[config.mk]
export PLATFORM = sky130hd
export DESIGN_NAME = fifo_wr_arbiter
export DESIGN_NICKNAME = d
export VERILOG_FILES = /design/src/rtl/fifo_wr_arbiter.sv
export SDC_FILE = /design/constraint.sdc
export NUM_CORES = 1
export LEC_CHECK = 0
export ABC_AREA = 1
export BUFFER_PORTS_ARGS = -buffer_cell sky130_fd_sc_hd__buf_2
export CAP_MARGIN = 20
export CELL_PAD_IN_SITES_DETAIL_PLACEMENT = 1
export CELL_PAD_IN_SITES_GLOBAL_PLACEMENT = 2
export CORE_ASPECT_RATIO = 1.75
export CORE_UTILIZATION = 21
export CTS_BUF_LIST = sky130_fd_sc_hd__clkbuf_8
export DETAILED_ROUTE_END_ITERATION = 10
export GPL_ROUTABILITY_DRIVEN = 0
export PLACE_DENSITY_LB_ADDON = 0.1
export SLEW_MARGIN = 40
export SYNTH_ARGS = -nofsm -noshare
export SYNTH_HDL_FRONTEND = slang
export SYNTH_SLANG_ARGS = --single-unit
[constraint.sdc]
create_clock -name clk -period 1.99 [get_ports clk]
set_input_delay 0.2985 -clock clk [delete_from_list [all_inputs] [get_ports clk]]
set_output_delay 0.2985 -clock clk [all_outputs]
set_load 0.005 [all_outputs]
[src/rtl/fifo_wr_arbiter.sv]
// Round-robin arbiter sharing one fifo write port between N_REQ producers in bursts of up to MAX_BURST words.
// Define FIFO_ARB_CNT_EN to add per-requester saturating ack counters (cnt_clr / acc_cnt).
module fifo_wr_arbiter #(
    parameter int N_REQ      = 4,
    parameter int DATA_WIDTH = 8,
    parameter int MAX_BURST  = 4
`ifdef FIFO_ARB_CNT_EN
    ,
    parameter int CNT_WIDTH  = 16
`endif
) (
    input  logic                        clk,
    input  logic                        reset,
    input  logic [N_REQ-1:0]            req,
    input  logic [N_REQ*DATA_WIDTH-1:0] req_data,
    input  logic                        full,
    output logic [N_REQ-1:0]            ack,
    output logic [N_REQ-1:0]            grant,
    output logic                        busy,
    output logic                        wr,
    output logic [DATA_WIDTH-1:0]       w_data
`ifdef FIFO_ARB_CNT_EN
    ,
    input  logic                        cnt_clr,
    output logic [N_REQ*CNT_WIDTH-1:0]  acc_cnt
`endif
);

    localparam int                IW        = $clog2(N_REQ);
    localparam int                BW        = $clog2(MAX_BURST) + 1;
    localparam logic [BW-1:0]     LAST_BEAT = BW'(MAX_BURST - 1);
    localparam logic [N_REQ-1:0]  ONE_HOT0  = N_REQ'(1);

    typedef enum logic {IDLE, BURST} state_t;

    state_t           state_q, state_d;
    logic [N_REQ-1:0] grant_d;
    logic [IW-1:0]    last_q, last_d, pick;
    logic [BW-1:0]    burst_cnt_q, burst_cnt_d;
    logic             own_req, terminate;

    // First requester strictly after `last`, wrapping; ties resolved by nearest distance.
    function automatic logic [IW-1:0] rr_pick(input logic [N_REQ-1:0] r, input logic [IW-1:0] last);
        logic [IW-1:0] sel;
        logic [IW-1:0] cand;
        sel = last;
        for (int k = N_REQ; k >= 1; k--) begin
            cand = IW'((int'(last) + k) % N_REQ);
            if (r[cand]) sel = cand;
        end
        return sel;
    endfunction

    always_comb begin
        ack    = grant & req & {N_REQ{~full}};
        wr     = |ack;
        busy   = (state_q == BURST);
        w_data = '0;
        for (int i = 0; i < N_REQ; i++) begin
            if (grant[i]) w_data = req_data[i*DATA_WIDTH +: DATA_WIDTH];
        end
    end

    assign own_req = |(grant & req);
    assign pick    = rr_pick(req, last_q);

    always_comb begin
        // NOTE: every signal gets its hold value first so no path through the case infers a latch.
        state_d     = state_q;
        grant_d     = grant;
        last_d      = last_q;
        burst_cnt_d = burst_cnt_q;
        terminate   = 1'b0;
        case (state_q)
            IDLE: begin
                if (|req) begin
                    state_d     = BURST;
                    grant_d     = ONE_HOT0 << pick;
                    last_d      = pick;
                    burst_cnt_d = '0;
                end
            end
            BURST: begin
                terminate = (wr && burst_cnt_q == LAST_BEAT) || !own_req;
                if (terminate) begin
                    // Hand over in the same cycle so back-to-back bursts have no bubble.
                    burst_cnt_d = '0;
                    if (|req) begin
                        grant_d = ONE_HOT0 << pick;
                        last_d  = pick;
                    end else begin
                        state_d = IDLE;
                        grant_d = '0;
                    end
                end else if (wr) begin
                    burst_cnt_d = burst_cnt_q + 1'b1;
                end
            end
            default: begin
                state_d = IDLE;
                grant_d = '0;
            end
        endcase
    end

    // NOTE: state uses non-blocking assignments so all registers update from pre-edge values.
    always_ff @(posedge clk or posedge reset) begin
        if (reset) begin
            state_q     <= IDLE;
            grant       <= '0;
            last_q      <= IW'(N_REQ - 1);
            burst_cnt_q <= '0;
        end else begin
            state_q     <= state_d;
            grant       <= grant_d;
            last_q      <= last_d;
            burst_cnt_q <= burst_cnt_d;
        end
    end

`ifdef FIFO_ARB_CNT_EN
    logic [CNT_WIDTH-1:0] cnt_q [N_REQ];

    // NOTE: the counter array is a handful of flops, not a RAM, so it is reset like any other state.
    always_ff @(posedge clk or posedge reset) begin
        if (reset) begin
            for (int i = 0; i < N_REQ; i++) cnt_q[i] <= '0;
        end else begin
            for (int i = 0; i < N_REQ; i++) begin
                if (cnt_clr) begin
                    cnt_q[i] <= '0;
                end else if (ack[i] && cnt_q[i] != '1) begin
                    cnt_q[i] <= cnt_q[i] + 1'b1;
                end
            end
        end
    end

    always_comb begin
        acc_cnt = '0;
        for (int i = 0; i < N_REQ; i++) acc_cnt[i*CNT_WIDTH +: CNT_WIDTH] = cnt_q[i];
    end
`endif

endmodule

# Word level (Yosys, flattened, before mapping)
# Cells that the tools add are included.
[totals]
register_bits = 10
in_bits = 39
output_inout_bits = 18
elab_cells = 60
[op_classes]
addsub = 5
order_cmp = 4
eq_ne = 4
shifts = 1
muxes = 30
bitwise = 4
n_reduce_logical = 8
[op_table]
columns = ["op", "n"]
rows = [
  ["two-way mux 8 bit", 4],
  ["less-than comparator 2 x 3 -> 1 bit, second input constant", 4],
  ["two-way mux 2 bit", 6],
  ["two-way mux 4 bit", 3],
  ["OR reduction 4 bit", 3],
  ["two-way mux 3 bit", 3],
  ["bitwise AND 4 bit", 2],
  ["binary-select mux 1 bit (select 2 bit)", 4],
  ["one-hot mux 4 bit (2 select lines)", 1],
  ["two-way mux 1 bit", 6],
  ["one-hot mux 3 bit (2 select lines)", 1],
  ["adder 2 x 1 -> 2 bit, second input constant", 2],
  ["adder 2 bit, second input constant", 2],
  ["one-hot mux 2 bit (2 select lines)", 1],
  ["AND reduction 2 bit", 2],
  ["left shift 1 x 2 -> 4 bit, first input constant", 1],
  ["adder 3 x 1 -> 3 bit, second input constant", 1],
  ["== test 3 x 2 -> 1 bit, second input constant", 1],
  ["inequality test 3 x 2 -> 1 bit, second input constant", 1],
  ["inequality test 2 x 1 -> 1 bit, second input constant", 1],
  ["inequality test 2 bit, second input constant", 1],
  ["NOT 1 bit", 2],
  ["one-hot mux 1 bit (2 select lines)", 1],
  ["logical AND 1 bit", 1],
  ["2 further kinds", 2],
]

# Depth between registers and ports, before layout
# Gate-level depths: netlist of the first run.
[logic_depth]
ltp_word = 11
mapped_depth = 12
mapped_depth_nobuf = 12

# Least setup slack after synthesis of the first run
# OpenSTA, ideal clock, no wires.
[synth_timing]
kind = "register to output"
startpoint = "register grant[1]"
endpoint = "output w_data[4]"
arrival_time_ns = 1.185
required_ns = 1.691
path_slack_ns = 0.507
stages_incl_launch_ff = 6
path_buffers = 1
path_cell_list = "dfrtp_1 > clkbuf_1 > nor2_2 > nand2_1 > a21o_1 > a21oi_1"
[synth_via]
elab_chain_len = 3
[synth_lines]
columns = ["item", "line", "rtl"]
rows = [
  ["start, declared", "18", "output logic [N_REQ-1:0] grant,"],
  ["start signal, assigned", "115", "grant <= grant_d;"],
  ["two-way mux 8 bit (3 in series)", "60", "if (grant[i]) w_data = req_data[i*DATA_WIDTH +: DATA_WIDTH];"],
  ["end, declared", "21", "output logic [DATA_WIDTH-1:0] w_data"],
]
# No other way between the ends.

# Worst setup path in the final report of the first run
[layout_timing]
startpoint = "register grant[2]"
endpoint = "output w_data[0]"
[layout_via]
elab_chain_len = 2
[layout_lines]
columns = ["item", "line"]
rows = [
  ["two-way mux 8 bit (2 in series)", "60"],
]
# No other way between the ends.

==> metrics.md, run 1 <==
| Metric | Value |
|---|---|
| Core box area | between 4000 and 5000 sq um |
| I/O Buffers | 56 |
| Net Sw Frac | between 50% and 60% |
| Type of the worst min-delay path | input pin to asynchronous set/reset pin |
| 1st-iter DRT viols | 41 |
| Worst-Skew Late Latency | roughly 240 ps |
| Power per cell area | 1320 nW/um^2 |
| Fill cells | about 660 |
| Antenna violations before repair | 0 |
| Hpwl dp | ~3200 microns |
| Via count | ~1300 |
| Mean Syn Cell Area | around 5.9 sq um |
| Clock Skews | 1.13 ps |
| Final period util | around nine tenths |
| Pre-antenna DRT Iters | 3 |
| Pwr Total | ~1.9 mW |
| Slew Viols, Final | 0 |
| Starting density of the core | about 22% |
| Gate Count Post-Synth | about 180 |
| Total gr overflow | 0 |
| WL per Instance | around 13 microns |
| Post-Syn Nets | 218 |
| Met1 global-route usage | 13.7% |
| Flip-flop and latch area | ~250 sq um |
| Reg2Reg Launch Point | last_q[0]$_DFFE_PP1P_ |
| Total GRT Usage | 15.2% |
| Buffer type at the clock tree root | clkbuf_8 |
| Hold slack | ~42 ps |
| Mapped cell area | 1050 sq um |
| Post-route ant nets | 0 |
| H-tree depth | 1 |
| CP Class | flop to output pin |
| LEAKAGE | ~0.86 nW |
| Clock Power Share | between 10 and 15% |
| Chip height | between 90 and 100 microns |
| Max Root-Sink Buffers | 2 |
| Slew margin rel. | roughly two thirds |
| CTS tree | yes |
| First-pass GRT wire length | around 6300 microns |
| Sequential share of power | a little over a fifth |
| P&R area growth vs syn | 38.4% |
| Nets | between 200 and 300 |
| Most Crowded Layer GR | met2 |
| RSZ-0062 raised after global routing | no |
| Met3 Track Usage GR | roughly 1.6% |
| Routed WL | approximately 3700 microns |
| Largest net degree at the start of global routing | 13 |
| Synth unique cells | 19 |
| Setup TNS | 0 ps |
| Antenna diodes | 0 |
| Post-CTS setup buffer count | 0 |
| Met2 usage | 31.9% |
| #FFs+latches synth | 10 |
| Die area | roughly 5300 sq um |
| Worst Setup SP | grant[2]$_DFFE_PP0P_ |
| Site row count | 33 |
| Clock slew at reported path FFs | approximately 50 ps |
| Sinks on Clock Net | 10 |
| FF-to-FF path depth | 11 |
| Max cap viols | 0 |
| R2r setup slk | roughly 370 ps |
| Run status | complete, no violations |
| Internal power | between 0.9 and 1 mW |
| Crit start category | flop |
| Layout cell share with drive strength beyond 1 | 32.8% |
| Final hold viol count | 0 |
| Crit path arrival time | approximately 1500 ps |
| Crit path capture type | output pin |
| VDD IR max | about 0.45 mV |
| Worst r2r dst | grant[3]$_DFFE_PP0P_ |
| Tmin final | 1780 ps |
| Area taken by multi-input logic gates | around 710 sq um |
| CP Data Required Time | between 1500 and 2000 ps |
| Drt drc | 0 |
| Max Fclk | approximately 0.56 GHz |
| Final setup fails | 0 |
| Yosys warns | 0 |
| DR vias/cell | 4.65 |
| I/O pin cnt | 57 |
| Die width | between 50 and 60 microns |
| Register area share after synthesis | between 20% and 30% |
| Gate power share | 65.7% |
| Worst-margin pin slew | 501 ps |
| P_sw | around 0.96 mW |
| CTS buffer count | 3 |
| Vias in the first global route | ~1400 |
| Largest fanout on the critical path | 12 |
[through the flow]
| stage | worst slack, ps | utilization (%) | cell area (sq um) | cells |
|---|---|---|---|---|
| detailed placement | 361 | 29.2 | 1390 | 283 |
| finish | 211 | 30.5 | 1450 | 287 |
| global placement | 388 | 29.2 | 1390 | 283 |
| global route | 94.3 | 30.5 | 1450 | 287 |
| CTS | 103 | 30.4 | 1440 | 287 |
| floorplan | 507 | - | 1050 | 177 |
[worst max path at each step]
stage	endpoint	slack, ps
floorplan	w_data[4]	510
global placement	grant[3]$_DFFE_PP0P_	390
detailed placement	grant[3]$_DFFE_PP0P_	360
CTS	w_data[7]	100
global route	w_data[4]	90
finish	w_data[0]	210
[cell usage in the layout (no fill, tap or decap), drive strengths merged]
cell	instances
nand2	77
buf	59
nor2	25
inv	17
a21oi	16
nand3	12
a21o	8
dfrtp	8
clkbuf	4
nand3b	2
ha	2
dfstp	2
o21ai	2
nand4	1
[synthesized netlist by cell type (all sizes together)]
| master | instances | area share (%) |
|---|---|---|
| clkbuf | 3 | 1.1 |
| dfstp | 2 | 5.0 |
| nand4 | 1 | 0.60 |
| a21o | 8 | 5.7 |
| inv | 17 | 6.1 |
| a21oi | 16 | 7.7 |
| dfrtp | 8 | 19 |
| o21ai | 2 | 2.0 |
| nand3b | 2 | 1.4 |
| ha | 2 | 2.4 |
| nand2 | 77 | 31 |
| nand3 | 12 | 5.7 |
| nor2 | 25 | 10 |
| buf | 2 | 1.4 |
[cell type report]
cell class	count	area share, %
tap	52	4.49
timing repair buffer	59	20.9
inverter	17	4.41
clock buffer	4	3.80
sequential	10	17.5
multi-input combinational	145	48.9
[cell families after synthesis]
family	synth area share [%]
buffers and inverters	8.61
AND/OR/NAND/NOR	49.4
adder cells (fa/ha/maj)	2.39
flip-flops	24.2
AO/OA/AOI/OAI	15.4
[critical path, cell delays in order, from the launching register on]
cell and delay (ps):
dfrtp_1 650, buf_4 250, a21oi_1 80, a21oi_1 130, buf_2 130
[layer usage]
| layer | routed length (microns) | vias to the layer above |
|---|---|---|
| li1 | - | 672 |
| met1 | 1290 | 610 |
| met2 | 2160 | 46 |
| met3 | 159 | 6 |
| met4 | 93 | 0 |
| met5 | 0 | - |
[state kept, by name (all words and copies together) (netlist names)]
signal and cells:
grant 4, burst_cnt_q 3, last_q 2, busy 1
[power by group through the flow]
stage	Combinational (mW)	Clock (mW)	Sequential, mW
2_1_floorplan	0.910	0	0.332
3_3_place_gp	1.26	0	0.400
3_5_place_dp	1.28	0	0.402
4_1_cts	1.28	0.268	0.400
5_1_grt	1.44	0.278	0.417
6_report	1.26	0.259	0.399
[repair_timing]
action | in CTS | in global routing
setup endpoints to repair | 0 | 1
gates resized for setup | 0 | 1
hold buffers | 0 | 0
Power figures use the tool's default switching activity.
==> run 2: changes to the inputs <==
--- a/config.mk
+++ b/config.mk
@@ -15,7 +15,7 @@
 export CTS_BUF_LIST = sky130_fd_sc_hd__clkbuf_8
 export DETAILED_ROUTE_END_ITERATION = 10
 export GPL_ROUTABILITY_DRIVEN = 0
-export PLACE_DENSITY_LB_ADDON = 0.1
+export PLACE_DENSITY = 0.78
 export SLEW_MARGIN = 40
 export SYNTH_ARGS = -nofsm -noshare
 export SYNTH_HDL_FRONTEND = slang
==> metrics.md, run 2 (same netlist as run 1, synthesis figures left out) <==
| Metric | Value |
|---|---|
| Hold buffers post-CTS | 0 (unchanged) |
| H-tree depth | 1 (unchanged) |
| Layout cell share with drive strength beyond 1 | 32.8% (unchanged) |
| I/O pin cnt | 57 (unchanged) |
| Total GRT Usage | 14.5% (was 15.2%) |
| Antenna violations before repair | 0 (unchanged) |
| Crit start category | flop (unchanged) |
| I/O Buffers | 56 (unchanged) |
| Final period util | 87.5% (was 89.4%) |
| Most common cell after layout, fill and taps aside | nand2_1 (unchanged) |
| Sinks on Clock Net | 10 (unchanged) |
| Top flop regs | grant: 4 flops, burst_cnt_q: 3 flops, last_q: 2 flops (unchanged) |
| Crit path capture type | output pin (unchanged) |
| Largest net degree at the start of global routing | 12 (was 13) |
| Slew Viols, Final | 0 (unchanged) |
| Type of the worst min-delay path | input pin to asynchronous set/reset pin (unchanged) |
| Worst-Skew Late Latency | 230 ps (was 240 ps) |
| P&R area growth vs syn | 38.4% (unchanged) |
| Pre-antenna DRT Iters | 4 (was 3) |
| Finished Cell Area | 1450 sq um (unchanged) |
| Final hold viol count | 0 (unchanged) |
| Starting density of the core | 22.0% (unchanged) |
| Routed WL | 3590 microns (was 3710 microns) |
| Largest fanout on the critical path | 8 (was 12) |
| Most frequent cells in the layout | 72 x nand2_1, 56 x buf_2, 21 x nor2_1 (unchanged) |
| Post-route ant nets | 0 (unchanged) |
| Crit path arrival time | 1440 ps (was 1480 ps) |
| Max cap viols | 0 (unchanged) |
| CTS buffer count | 3 (unchanged) |
| Tmin final | 1740 ps (was 1780 ps) |
| DR vias/cell | 4.54 (was 4.65) |
| Core box area | 4750 sq um (unchanged) |
| Most Crowded Layer GR | met2 (unchanged) |
| Met3 Track Usage GR | 1.36% (was 1.63%) |
| Hpwl dp | 3190 microns (was 3220 microns) |
| Clock slew at reported path FFs | 50 ps (about the same) |
| WL per Instance | 12.5 microns (was 12.9 microns) |
| Chip height | 95.4 microns (unchanged) |
| Via count | 1302 (was 1334) |
| Die width | 55.4 microns (unchanged) |
| Hold slack | 38.6 ps (was 42.3 ps) |
| CP Class | flop to output pin (unchanged) |
| First-pass GRT wire length | 6000 microns (was 6280 microns) |
| Final setup fails | 0 (unchanged) |
| Die area | 5280 sq um (unchanged) |
| Largest Register | grant (unchanged) |
| RSZ-0062 raised after global routing | no (unchanged) |
| Power per cell area | 1310 nW/um^2 (was 1320 nW/um^2) |
| Met2 usage | 33.3% (was 31.9%) |
| Non-Filler Instances | 287 (unchanged) |
| Site row count | 33 (unchanged) |
| Max Root-Sink Buffers | 2 (unchanged) |
| Placed insts | 283 (unchanged) |
| Placed Area | 1390 sq um (unchanged) |
| VDD IR max | 0.543 mV (was 0.448 mV) |
| Run status | complete, no violations (unchanged) |
| Drt drc | 0 (unchanged) |
| LEAKAGE | 0.861 nW (unchanged) |
| Buffer type at the clock tree root | clkbuf_8 (unchanged) |
| Max Fclk | 0.575 GHz (was 0.562 GHz) |
| Slew margin rel. | 74.1% (was 66.6%) |
| Worst-margin pin slew | 388 ps (was 501 ps) |
| Number of flip-flops in the largest register | 4 (unchanged) |
| Met1 global-route usage | 11.7% (was 13.7%) |
| CP Data Required Time | 1690 ps (about the same) |
| Total gr overflow | 0 (unchanged) |
| Setup TNS | 0 ps (unchanged) |
| Clock Skews | 2.97 ps (was 1.13 ps) |
| Nets | 277 (unchanged) |
| Antenna diodes | 0 (unchanged) |
| CTS tree | yes (unchanged) |
| Vias in the first global route | 1421 (was 1448) |
| 1st-iter DRT viols | 6 (was 41) |
| Pwr Total | 1.90 mW (was 1.91 mW) |
==> run 2: path summary, 6_finish.rpt <==
kind,startpoint,depth (start not counted),slack [ps],end
max,grant[1]$_DFFE_PP0P_,5,250,w_data[0]
min,reset,2,40,grant[0]$_DFFE_PP0P_
max reg2reg,last_q[0]$_DFFE_PP1P_,10,370,grant[1]$_DFFE_PP0P_
min reg2reg,burst_cnt_q[2]$_DFFE_PP0P_,2,500,burst_cnt_q[2]$_DFFE_PP0P_
max in group asynchronous,reset,2,1640,last_q[0]$_DFFE_PP1P_
min in group clk,burst_cnt_q[2]$_DFFE_PP0P_,2,500,burst_cnt_q[2]$_DFFE_PP0P_
==> run 2: timing repair <==
action | in CTS | in global routing
endpoints found under the setup margin | 0 | 1
resized for setup | 0 | 1
setup buffers | 0 | 0
hold endpoints to repair | 0 | 0
==> run 2: cell type report <==
type / count / area, sq um
well taps: 52 / 65.1
multi-input cells: 145 / 708
repair buffers: 59 / 303
inverters: 17 / 63.8
flip-flops and latches: 10 / 253
fillers: 642 / 3300
clock buffers: 4 / 55.1
==> run 2: power breakdown <==
| group | switching [mW] | internal, mW |
|---|---|---|
| Clock | 0.0733 | 0.173 |
| Combinational | 0.753 | 0.489 |
| Sequential | 0.123 | 0.286 |
| Total | 0.950 | 0.948 |
==> run 2: stage by stage <==
step / util [%] / setup WS (ps)
after global routing: 30.5 / 104
after detailed placement: 29.2 / 352
final: 30.5 / 249
after global placement: 29.2 / 354
after floorplan: - / 507
after CTS: 30.4 / 95.3
==> run 2: critical path, cell delays in order (launching register included) <==
cell	delay, ps
dfrtp_1	480
nor2_4	250
nand2_1	80
a21o_1	150
a21oi_1	110
buf_2	130
==> run 2: routing by layer <==
metal | vias up | share of wire, %
met1 | 582 | 34
met2 | 42 | 60
met3 | 4 | 4.3
met5 | - | 0
li1 | 674 | -
met4 | 0 | 2.0
==> run 3: changes to the inputs <==
--- a/config.mk
+++ b/config.mk
@@ -10,7 +10,6 @@
 export CAP_MARGIN = 20
 export CELL_PAD_IN_SITES_DETAIL_PLACEMENT = 1
 export CELL_PAD_IN_SITES_GLOBAL_PLACEMENT = 2
-export CORE_ASPECT_RATIO = 1.75
 export CORE_UTILIZATION = 21
 export CTS_BUF_LIST = sky130_fd_sc_hd__clkbuf_8
 export DETAILED_ROUTE_END_ITERATION = 10
==> constraint.sdc (replaced) <==
create_clock -name clk -period 1.7 [get_ports clk]
set_input_delay 0.255 -clock clk [delete_from_list [all_inputs] [get_ports clk]]
set_output_delay 0.255 -clock clk [all_outputs]
set_load 0.005 [all_outputs]
==> metrics.md, run 3 (same netlist as run 1, synthesis figures left out) <==
| Metric | Value |
|---|---|
| Antenna violations before repair | 0 (unchanged) |
| Clock slew at reported path FFs | 50 ps (about the same) |
| Die area | 5270 sq um (was 5280 sq um) |
| Worst path cell trace | nor2_4 -> nand2_1 -> a21o_1 -> a21oi_2 -> buf_2 (was nor2_4 -> nand2_1 -> a21o_1 -> a21oi_1 -> buf_2) |
| Hpwl dp | 2940 microns (was 3190 microns) |
| P&R area growth vs syn | 49.5% (was 38.4%) |
| 1st-iter DRT viols | 49 (was 6) |
| WL per Instance | 12.2 microns (was 12.5 microns) |
| Final hold viol count | 0 (unchanged) |
| Most common cell after layout, fill and taps aside | nand2_1 (unchanged) |
| Final period util | 95.5% |
| Max Fclk | a little over 0.6 GHz |
| Slew Viols, Final | 0 (unchanged) |
| Largest fanout on the critical path | 8 (unchanged) |
| Clock Skews | 3.97 ps (was 2.97 ps) |
| Delay-heaviest family, CP | flip-flops (unchanged) |
| Largest Register | grant (unchanged) |
| Pwr Total | 2.46 mW (was 1.90 mW) |
| CTS tree | yes (unchanged) |
| Gate power share | 72.0% (was 65.4%) |
| Antenna diodes | 0 (unchanged) |
| Fill cells | 678 (was 642) |
| Power per cell area | 1570 nW/um^2 (was 1310 nW/um^2) |
| Nets | 285 (was 277) |
| Worst-Skew Late Latency | 230 ps (about the same) |
| Total gr overflow | 0 (unchanged) |
| Site row count | 25 (was 33) |
| Placed Area | 1410 sq um (was 1390 sq um) |
| Crit path capture type | output pin (unchanged) |
| Internal power | 1.23 mW (was 0.948 mW) |
| P_sw | 1.23 mW (was 0.950 mW) |
| Core box area | 4750 sq um (about the same) |
| Post-route ant nets | 0 (unchanged) |
| Largest net degree at the start of global routing | 12 (unchanged) |
| CP Class | flop to output pin (unchanged) |
| Layout cell share with drive strength beyond 1 | 39.5% (was 32.8%) |
| Drt drc | 0 (unchanged) |
| Top flop regs | grant: 4 flops, burst_cnt_q: 3 flops, last_q: 2 flops (unchanged) |
| Worst-margin pin slew | 416 ps (was 388 ps) |
| Chip height | 72.6 microns (was 95.4 microns) |
| Run status | complete, no violations (unchanged) |
| Crit path arrival time | 1370 ps (was 1440 ps) |
| Number of flip-flops in the largest register | 4 (unchanged) |
| Crit-path slowest cell | dfrtp_1 (unchanged) |
| Most frequent cells in the layout | 69 x nand2_1, 56 x buf_2, 19 x nor2_1 (was 72 x nand2_1, 56 x buf_2, 21 x nor2_1) |
| Slew margin rel. | 72.3% (was 74.1%) |
| RSZ-0062 raised after global routing | yes (was no) |
| Hold slack | 0.140 ps (was 38.6 ps) |
| Tmin final | between 1500 and 2000 ps |
| Net Sw Frac | 50.1% (was 50.0%) |
| H-tree depth | 1 (unchanged) |
| Crit start category | flop (unchanged) |
| Sinks on Clock Net | 10 (unchanged) |
| Finished Cell Area | 1560 sq um (was 1450 sq um) |
| LEAKAGE | 0.908 nW (was 0.861 nW) |
| Buffer type at the clock tree root | clkbuf_8 (unchanged) |
| Area taken by multi-input logic gates | 749 sq um (was 708 sq um) |
| Slowest cell delay on critical path | 420 ps (was 480 ps) |
| Routed WL | 3800 microns (was 3590 microns) |
| Finished Core Util | 32.9% (was 30.5%) |
| CP Data Required Time | 1440 ps (was 1690 ps) |
| Total GRT Usage | 14.1% (was 14.5%) |
| Starting density of the core | 22.0% (about the same) |
| Pre-antenna DRT Iters | 4 (unchanged) |
| Type of the worst min-delay path | input pin to asynchronous set/reset pin (unchanged) |
| Sequential share of power | 17.7% (was 21.6%) |
| I/O pin cnt | 57 (unchanged) |
| CTS buffer count | 3 (unchanged) |
| Via count | 1346 (was 1302) |
| I/O Buffers | 56 (unchanged) |
| Max cap viols | 0 (unchanged) |
| DR vias/cell | 4.34 (was 4.54) |
| Vias in the first global route | 1287 (was 1421) |
| VDD IR max | 0.492 mV (was 0.543 mV) |
| First-pass GRT wire length | 5850 microns (was 6000 microns) |
| Flip-flop and latch area | 253 sq um (unchanged) |
| Max Root-Sink Buffers | 2 (unchanged) |
| Die width | 72.6 microns (was 55.4 microns) |
| Final setup fails | 0 (unchanged) |
| Clock Power Share | 10.3% (was 13.0%) |
| Bufs and invs on worst path | 1 (unchanged) |
[run 3: cell types whose count changed in the layout (fill, tap and decap cells not counted), sizes merged]
| cell | previous run | this run |
|---|---|---|
| buf | 59 | 67 |
| clkbuf | 4 | 3 |
| inv | 17 | 18 |
[run 3: repair_timing]
action | in CTS | in global routing
pin swaps | 1 | 7
hold buffers | 0 | 0
endpoints found under the setup margin | 8 | 14
setup buffers | 1 | 6
resized for setup | 1 | 16
[run 3: final timing paths]
| path | startpoint | to | depth (start not counted) | slack [ps] |
|---|---|---|---|---|
| setup / recovery | grant[1]$_DFFE_PP0P_ | w_data[0] | 5 | 80 |
| hold / removal | reset | burst_cnt_q[1]$_DFFE_PP0P_ | 2 | 0.1 |
| setup reg to reg | last_q[0]$_DFFE_PP1P_ | grant[1]$_DFFE_PP0P_ | 10 | 140 |
| hold reg to reg | burst_cnt_q[1]$_DFFE_PP0P_ | burst_cnt_q[1]$_DFFE_PP0P_ | 2 | 500 |
| max in group asynchronous | reset | last_q[0]$_DFFE_PP1P_ | 2 | 1370 |
| min in group clk | burst_cnt_q[1]$_DFFE_PP0P_ | burst_cnt_q[1]$_DFFE_PP0P_ | 2 | 500 |
[run 3: area by class of cell]
cell class / count / share of cell area, %
Clock inverter: 1 / 0.240
Multi-Input combinational cell: 145 / 47.9
Timing Repair Buffer: 67 / 23.4
Sequential cell: 10 / 16.2
Clock buffer: 3 / 2.64
Tap cell: 67 / 5.36
Inverter: 17 / 4.24
[run 3: power by group through the flow]
| stage | registers, mW | clock network, mW | logic [mW] |
|---|---|---|---|
| global placement | 0.451 | 0 | 1.50 |
| detailed placement | 0.450 | 0 | 1.52 |
| CTS | 0.444 | 0.263 | 1.55 |
| floorplan | 0.388 | 0 | 1.07 |
| global route | 0.451 | 0.280 | 2.01 |
| finish | 0.435 | 0.253 | 1.77 |
[run 3: routing by layer]
metal / GRT usage [%] / vias to the layer above / wire length, microns
met5: 0 / - / 0
met4: 3.27 / 0 / 20
met3: 1.24 / 4 / 92
met2: 24.4 / 22 / 1890
met1: 18.8 / 630 / 1790
li1: - / 690 / -
[run 3: metrics by stage]
| step | std cells | TNS, ps | setup WS (ps) |
|---|---|---|---|
| final | 310 | 0 | 75.7 |
| after global placement | 299 | 0 | 78.0 |
| after global routing | 310 | -143 | -46.2 |
| after CTS | 304 | 0 | 5.62 |
| after floorplan | 177 | 0 | 260 |
| after detailed placement | 299 | 0 | 17.1 |
